===== config.mk =====
export PLATFORM = sky130hd
export DESIGN_NAME = cxscreen_scan_flat
export DESIGN_NICKNAME = d
export VERILOG_FILES = /design/src/rtl/cxscreen_scan_if.sv /design/src/rtl/cxscreen_scan.sv /design/src/flat_wrapper.sv
export SDC_FILE = /design/constraint.sdc
export NUM_CORES = 1
export LEC_CHECK = 0
export ABC_AREA = 1
export BUFFER_PORTS_ARGS = -buffer_cell sky130_fd_sc_hd__buf_2
export CAP_MARGIN = 20
export CORE_MARGIN = 1
export CORE_UTILIZATION = 56
export CTS_CLUSTER_DIAMETER = 30
export DETAILED_ROUTE_END_ITERATION = 6
export PLACE_DENSITY = 0.76
export REMOVE_ABC_BUFFERS = 1
export SETUP_SLACK_MARGIN = 0.15
export SLEW_MARGIN = 20
export SYNTH_ARGS = -nofsm -noshare
export SYNTH_HDL_FRONTEND = slang
export SYNTH_SLANG_ARGS = --single-unit
export TNS_END_PERCENT = 20

===== constraint.sdc =====
create_clock -name clock -period 1.6 [get_ports clock]
set_input_delay 0.24 -clock clock [delete_from_list [all_inputs] [get_ports clock]]
set_output_delay 0.24 -clock clock [all_outputs]
set_load 0.005 [all_outputs]

===== src/rtl/cxscreen_scan_if.sv =====
// cxscreen_scan_if
//   Bus-side connection between the register logic in top and the
//   charlieplex scan controller.
//   Signals:
//     wr_en        write one pixel into the back buffer this cycle
//     wr_row       anode pin index of the pixel (0..6)
//     wr_col       cathode pin index of the pixel (0..6)
//     wr_data      pixel value, 1 = lit
//     swap         1-cycle request to copy back -> front at the next frame start
//     swap_pending swap requested but not yet applied
//     frame_start  1-cycle pulse when row 0 blanking begins
//   Modports: master = register logic, slave = scan controller.
interface cxscreen_scan_if;
  logic       wr_en;
  logic [2:0] wr_row;
  logic [2:0] wr_col;
  logic       wr_data;
  logic       swap;
  logic       swap_pending;
  logic       frame_start;

  modport master (
    output wr_en, wr_row, wr_col, wr_data, swap,
    input  swap_pending, frame_start
  );

  modport slave (
    input  wr_en, wr_row, wr_col, wr_data, swap,
    output swap_pending, frame_start
  );
endinterface


===== src/rtl/cxscreen_scan.sv =====
// cxscreen_scan
//   Scan controller for the 7-pin charlieplexed LED screen (42 LEDs).
//   Holds a double-buffered 7x7 pixel map and drives one anode row at a
//   time: each row gets DEAD_TICKS clocks of all-pins-tristate blanking
//   followed by 2**ROW_BITS clocks of drive. During drive the anode pin is
//   driven high and every lit cathode of that row is driven low; unlit pins
//   stay high-Z. All pin outputs are registered.
//   Ports:
//     clock, reset_n  system clock, asynchronous active-low reset
//     bus             cxscreen_scan_if.slave (pixel writes, swap, status)
//     brightness      [3:0] drive duty in 1/16 steps (optional, see below)
//     cxscreen_oe     [6:0] per-pin output enable (0 = high-Z)
//     cxscreen_o      [6:0] per-pin output level
//   Optional feature macro: CXSCREEN_BRIGHTNESS_EN
//     When defined, adds the brightness input. It is sampled on entry to a
//     row's drive phase, and cathodes are only enabled while the top four
//     bits of the drive counter are below it. The anode is unaffected.
module cxscreen_scan #(
  parameter int ROW_BITS   = 10,
  parameter int DEAD_TICKS = 16
) (
  input  logic           clock,
  input  logic           reset_n,
  cxscreen_scan_if.slave bus,
`ifdef CXSCREEN_BRIGHTNESS_EN
  input  logic [3:0]     brightness,
`endif
  output logic [6:0]     cxscreen_oe,
  output logic [6:0]     cxscreen_o
);

  // One counter serves both phases, so it must hold the longer of the two.
  localparam int DEAD_W = $clog2(DEAD_TICKS + 1);
  localparam int CW     = (ROW_BITS > DEAD_W) ? ROW_BITS : DEAD_W;

  localparam logic [0:0]    ST_DEAD    = 1'b0;
  localparam logic [0:0]    ST_DRIVE   = 1'b1;
  localparam logic [CW-1:0] CNT_ZERO   = CW'(0);
  localparam logic [CW-1:0] CNT_ONE    = CW'(1);
  localparam logic [CW-1:0] DEAD_LAST  = CW'(DEAD_TICKS - 1);
  localparam logic [CW-1:0] DRIVE_LAST = CW'((64'd1 << ROW_BITS) - 64'd1);
  localparam logic [2:0]    LAST_ROW   = 3'd6;

  logic [0:0]       state;
  logic [2:0]       row;
  logic [CW-1:0]    counter;
  // Set by reset so that the first edge after release emits frame_start
  // and opens the row 0 blanking window.
  logic             boot;
  logic [6:0][6:0]  front;
  logic [6:0][6:0]  back;
  logic             swap_pending;
  logic             frame_start;

  logic [0:0]       state_nx;
  logic [2:0]       row_nx;
  logic [CW-1:0]    counter_nx;
  logic [6:0]       oe_nx;
  logic [6:0]       o_nx;
  logic             frame_start_nx;
  logic             boundary;
  logic             enter_drive;

  logic [6:0]       anode;
  logic [6:0]       cathodes;
  logic [6:0]       entry_cath;
  logic [6:0]       hold_cath;
  logic             wr_ok;

  assign anode    = 7'b000_0001 << row;
  assign cathodes = front[row] & ~anode;
  assign wr_ok    = bus.wr_en && (bus.wr_row != bus.wr_col) &&
                    (bus.wr_row <= 3'd6) && (bus.wr_col <= 3'd6);

  assign bus.swap_pending = swap_pending;
  assign bus.frame_start  = frame_start;

`ifdef CXSCREEN_BRIGHTNESS_EN
  logic [3:0] bright_level;

  // Cathodes are enabled while the drive phase is in its first
  // 'level' sixteenths; the top four counter bits give the sixteenth.
  function automatic logic [6:0] dim_cathodes(input logic [6:0]    cath,
                                              input logic [CW-1:0] cnt,
                                              input logic [3:0]    level);
    logic [3:0] slice;
    slice = 4'(cnt >> (ROW_BITS - 4));
    return (slice < level) ? cath : 7'b000_0000;
  endfunction

  // Entry uses the live input because that is the sampling edge.
  assign entry_cath = dim_cathodes(cathodes, CNT_ZERO, brightness);
  assign hold_cath  = dim_cathodes(cathodes, counter + CNT_ONE, bright_level);

  // Brightness level latched on entry to each drive phase.
  always_ff @(posedge clock or negedge reset_n) begin
    if (!reset_n) begin
      bright_level <= 4'd0;
    end else if (enter_drive) begin
      bright_level <= brightness;
    end
  end
`else
  assign entry_cath = cathodes;
  assign hold_cath  = cathodes;
`endif

  // Next-state, next-output and frame-boundary decode.
  always_comb begin
    state_nx       = state;
    row_nx         = row;
    counter_nx     = counter + CNT_ONE;
    oe_nx          = 7'b000_0000;
    o_nx           = 7'b000_0000;
    frame_start_nx = 1'b0;
    boundary       = 1'b0;
    enter_drive    = 1'b0;
    if (boot) begin
      counter_nx     = CNT_ZERO;
      frame_start_nx = 1'b1;
    end else begin
      case (state)
        ST_DEAD: begin
          if (counter == DEAD_LAST) begin
            state_nx    = ST_DRIVE;
            counter_nx  = CNT_ZERO;
            enter_drive = 1'b1;
            oe_nx       = anode | entry_cath;
            o_nx        = anode;
          end else begin
            oe_nx = 7'b000_0000;
            o_nx  = 7'b000_0000;
          end
        end
        ST_DRIVE: begin
          if (counter == DRIVE_LAST) begin
            state_nx       = ST_DEAD;
            counter_nx     = CNT_ZERO;
            row_nx         = (row >= LAST_ROW) ? 3'd0 : row + 3'd1;
            frame_start_nx = (row >= LAST_ROW);
            boundary       = (row >= LAST_ROW);
          end else begin
            oe_nx = anode | hold_cath;
            o_nx  = anode;
          end
        end
        default: begin
          state_nx   = ST_DEAD;
          row_nx     = 3'd0;
          counter_nx = CNT_ZERO;
        end
      endcase
    end
  end

  // Scan state and registered pin outputs.
  always_ff @(posedge clock or negedge reset_n) begin
    if (!reset_n) begin
      state       <= ST_DEAD;
      row         <= 3'd0;
      counter     <= CNT_ZERO;
      boot        <= 1'b1;
      cxscreen_oe <= 7'b000_0000;
      cxscreen_o  <= 7'b000_0000;
      frame_start <= 1'b0;
    end else begin
      state       <= state_nx;
      row         <= row_nx;
      counter     <= counter_nx;
      boot        <= 1'b0;
      cxscreen_oe <= oe_nx;
      cxscreen_o  <= o_nx;
      frame_start <= frame_start_nx;
    end
  end

  // Pixel buffers and swap handshake. The copy reads back before any
  // same-cycle write lands, and a swap on the boundary cycle counts.
  always_ff @(posedge clock or negedge reset_n) begin
    if (!reset_n) begin
      front        <= '0;
      back         <= '0;
      swap_pending <= 1'b0;
    end else begin
      if (boundary) begin
        if (swap_pending || bus.swap) begin
          front <= back;
        end
        swap_pending <= 1'b0;
      end else if (bus.swap) begin
        swap_pending <= 1'b1;
      end
      if (wr_ok) begin
        back[bus.wr_row][bus.wr_col] <= bus.wr_data;
      end
    end
  end

endmodule

===== src/flat_wrapper.sv =====
// flat-port wrapper written by rule: the top's interface ports become plain ports
module cxscreen_scan_flat 
#(
  parameter int ROW_BITS   = 10,
  parameter int DEAD_TICKS = 16
)
  (clock, reset_n, cxscreen_oe, cxscreen_o, bus_wr_en, bus_wr_row, bus_wr_col, bus_wr_data, bus_swap, bus_swap_pending, bus_frame_start);
  cxscreen_scan_if bus_i ();
  input  logic clock;
  input  logic reset_n;
  output logic [6:0] cxscreen_oe;
  output logic [6:0] cxscreen_o;
  input wire logic [$bits(bus_i.wr_en)-1:0] bus_wr_en;
  input wire logic [$bits(bus_i.wr_row)-1:0] bus_wr_row;
  input wire logic [$bits(bus_i.wr_col)-1:0] bus_wr_col;
  input wire logic [$bits(bus_i.wr_data)-1:0] bus_wr_data;
  input wire logic [$bits(bus_i.swap)-1:0] bus_swap;
  output wire logic [$bits(bus_i.swap_pending)-1:0] bus_swap_pending;
  output wire logic [$bits(bus_i.frame_start)-1:0] bus_frame_start;
  assign bus_i.wr_en = bus_wr_en;
  assign bus_i.wr_row = bus_wr_row;
  assign bus_i.wr_col = bus_wr_col;
  assign bus_i.wr_data = bus_wr_data;
  assign bus_i.swap = bus_swap;
  assign bus_swap_pending = bus_i.swap_pending;
  assign bus_frame_start = bus_i.frame_start;
  cxscreen_scan #(.ROW_BITS(ROW_BITS), .DEAD_TICKS(DEAD_TICKS)) u_core (.clock(clock), .reset_n(reset_n), .bus(bus_i), .cxscreen_oe(cxscreen_oe), .cxscreen_o(cxscreen_o));
endmodule

==> run summary <==
The hold path depth is 3, and the routed length per placed instance is 16.8 microns. The number of antenna violations at the first check in global routing is 0, and the post-route worst setup slack is -31.3 ps. By count the netlist is led by 264 x nand2_1, 128 x dfrtp_1, 108 x nor2_1, 92 x nand4_1, 73 x nand3_1. The checks that failed: DRC, setup timing. After synthesis, the share of flip-flops with an asynchronous set or reset is 100%. The die is 109 microns tall. The run gives 0 as the total count of max-transition violations in the final report. Detailed routing inserted a total of 5779 vias.

Entering global routing, the biggest net connects 85 pins. The cell leakage power came out at 3.90 nW. The top-level I/O count came out at 27. The clock root buffer is clkbuf_16. In the synthesized netlist the dominant register cell turns out to be dfrtp_1. Summed over all nets, the half-perimeter wirelength after detailed placement is 9670 microns. At the end of the flow, the number of nets in the layout was 865. The flow ran to the end, but the final reports show violations. The run gives 26500 microns as the wire length of the first global-routing pass. Setup repair after global routing could not meet its margin everywhere. The count of antenna diodes in the layout was 0. STA classifies the critical path endpoint as a register.

The synthesis-to-layout area growth works out to 20.5%. The setup path with the least slack is of type register to register. The run gives -30 ps as the worst-case register-to-register setup slack. The total wirelength of the detailed-routed design was 16800 microns. The tools report the first-pass detailed-route iteration total as 7.

Routability-driven placement finished with a final weighted congestion of 0.897. For the layout filler cell count, the log shows 828. The die covers 11800 sq um. The power per cell area was 1010 nW/um^2. The run gives 0 as the hold violation count in the final report. For this run, the slowest stage of the critical path takes 370 ps. TritonCTS built the clock tree. The logs give 6370 sq um for the post-synthesis instance area and 17 for the TritonCTS buffer count. The post-synthesis sequential area ratio came out at 50.7%. Counting every sink on the clock net gives 129.

After the first detailed-routing iteration, the DRC count stood at 517. Yosys mapped the design onto 28 distinct sky130hd cell types. At the worst endpoint, the arrival time is 1990 ps. The worst-case IR drop observed on VDD is 0.734 mV.

The signal on the critical path passes through ha_2, nand2_2, nor2_4, nand3_4, nor2_8, buf_6, buf_12, buf_16, nand4_1, nand2_1. The run gives 5249 as the number of global-route vias before repair. The per-cell via count in the routed design was 5.78; the placeable core area was 10900 sq um. Along the worst path, the maximum fanout reaches 6.

The tools report the overall global routing resource usage as 29.8%. By area the synthesized netlist is led by dfrtp_1 50%, nand2_1 16%, nand4_1 9.0%. The clock tree synthesis step divided the H-tree into 4 levels. For this configuration, the core starts out at a cell density of 58.2%. The number of cell rows is 38, and the number of nets with antenna violations after detailed routing is 0.

In this run, synthesis produced a sequential element count of 129. For the worst setup path, the data required time is 1960 ps. The path class of the tightest hold or removal check is input pin to register.

The total of max-cap violations was 0; the floorplan die width was 109 microns. Yosys instantiated no cell more often than nand2_1. Synthesis produced a netlist whose cell count is 814.

Clock-pin slew was measured on the worst setup and hold paths at 60 ps. Summed over all instances, the cell type with the most area after synthesis is dfrtp_1. The clock network latency to the later pin of the worst-skew pair came out at 420 ps.

The synthesized design contains 0 enable-type register cells. Across all hold checks on the routed design, the worst slack comes to 105 ps. Port buffering added 26 buffers.

For this run, design rule violations remaining after detail routing come to 9. In the final layout, the share of cells above drive strength 1 is 14.8%. Averaged over all synthesized cells, the footprint is 7.82 sq um.

Timing would allow up to 0.613 GHz. The number of cells on the worst reg-to-reg path is 10. Setup violations remaining at the end of the flow were counted as 8.

The shortest period the worst path allows is 1630 ps. The worst clock skew was 9.00 ps; the number of warnings reported in the yosys synthesis log was 0. The tools report the total overflow reported by the global router as 0. Dividing the final minimum period by the clock period gives 102%. The worst setup path is launched from a register.

Among all stages on the critical path, the largest delay is contributed by dfrtp_1. Cells fill 70.2% of the core in the end. The tools report the maximum root-to-sink buffer count as 2. After synthesis, the largest area contributor takes up 50.3% of total cell area.
-- layout make-up --
type	instances	area, sq um	area share [%]
Clock buffer	23	498	6.49
Clock inverter	8	78.8	1.03
Inverter	32	120	1.57
Multi-Input combinational cell	590	2780	36.3
Sequential cell	129	3230	42.1
Tap cell	140	175	2.28
Timing Repair Buffer	78	787	10.3
-- layout by cell type (no fill, tap or decap), types with 3 or more instances in the layout --
master / n
buf_4: 32
clkbuf_8: 5
dfrtp_1: 128
buf_16: 3
xor2_1: 3
nand2_1: 262
clkbuf_16: 20
xnor2_1: 4
nor2_4: 3
nand3_1: 71
nor2_1: 105
nand4_1: 92
o211ai_1: 6
inv_2: 3
ha_1: 4
clkinvlp_4: 4
nand3_2: 3
inv_1: 26
o21ai_0: 18
buf_6: 3
buf_12: 11
buf_2: 25
clkinv_1: 3
-- repair_timing --
item / 4_1_cts / 5_1_grt
cloned: 3 / 3
setup buffers: 7 / 2
endpoints found under the setup margin: 72 / 77
pin swaps: 28 / 11
gates resized for setup: 13 / 8
hold buffers: 1 / 0
endpoints found under the hold margin: 28 / 0
-- layer usage --
layer | vias to the layer above | track usage (%) | wire length [microns]
met4 | 0 | 10.9 | 534
met5 | - | 0 | 0
met1 | 2738 | 40.4 | 7180
met2 | 233 | 47.3 | 8190
li1 | 2762 | - | -
met3 | 46 | 6.63 | 875
-- worst max-delay path: cells and delay by family (launching register included) --
family / cells / cell delay [ps]
and+or+nand+nor: 6 / 630
adders and majority gates: 1 / 200
buffers and inverters: 3 / 360
DFF: 1 / 370
-- power breakdown --
group	switching (mW)	internal [mW]	total [mW]
logic	0.310	0.144	0.453
clock network	1.46	2.33	3.79
registers	0.101	3.40	3.50
total	1.87	5.87	7.74
-- registers in the layout, indices dropped and copies added (netlist names) --
signal	cells
u_core.back	49
u_core.boot	1
u_core.bus.frame_start	1
u_core.bus.swap_pending	1
u_core.counter	10
u_core.cxscreen_o	7
u_core.cxscreen_oe	7
u_core.front	49
u_core.row	3
u_core.state	1
-- path summary, 6_finish.rpt --
| kind | from | end |
|---|---|---|
| hold / removal | bus_swap | u_core.bus.swap_pending |
| hold reg to reg | u_core.back[24] | u_core.back[24] |
| max in group asynchronous | reset_n | u_core.boot |
| setup reg to reg | u_core.counter[0] | u_core.front[28] |
| min in group asynchronous | reset_n | u_core.front[39] |
| setup / recovery | u_core.counter[0] | u_core.front[28] |
-- kinds of logic (layout without fill, tap and decap cells) --
kind of cell,after synthesis,after routing,synth area share [%]
and+or+nand+nor,545,545,38.0
other,1,1,0.0589
DFF,129,129,50.7
buffers and inverters,95,141,6.31
adders and majority gates,6,6,1.18
xor gates and xnor gates,8,8,1.10
AOI/OAI and AO/OA,30,30,2.61
-- metrics by stage --
stage / std cells / worst slack, ps / total power, mW / instance area (sq um) / setup TNS [ps]
6_report: 1000 / -31.3 / 7.74 / 7670 / -106
4_1_cts: 995 / -30.6 / 7.71 / 7560 / -493
2_1_floorplan: 751 / -1800 / 3.72 / 6080 / -120610
3_5_place_dp: 953 / -52.7 / 3.99 / 6790 / -613
5_1_grt: 1000 / -116 / 7.97 / 7670 / -3430
3_3_place_gp: 953 / 2.68 / 3.96 / 6790 / 0
(Power assumes the default switching activity.)
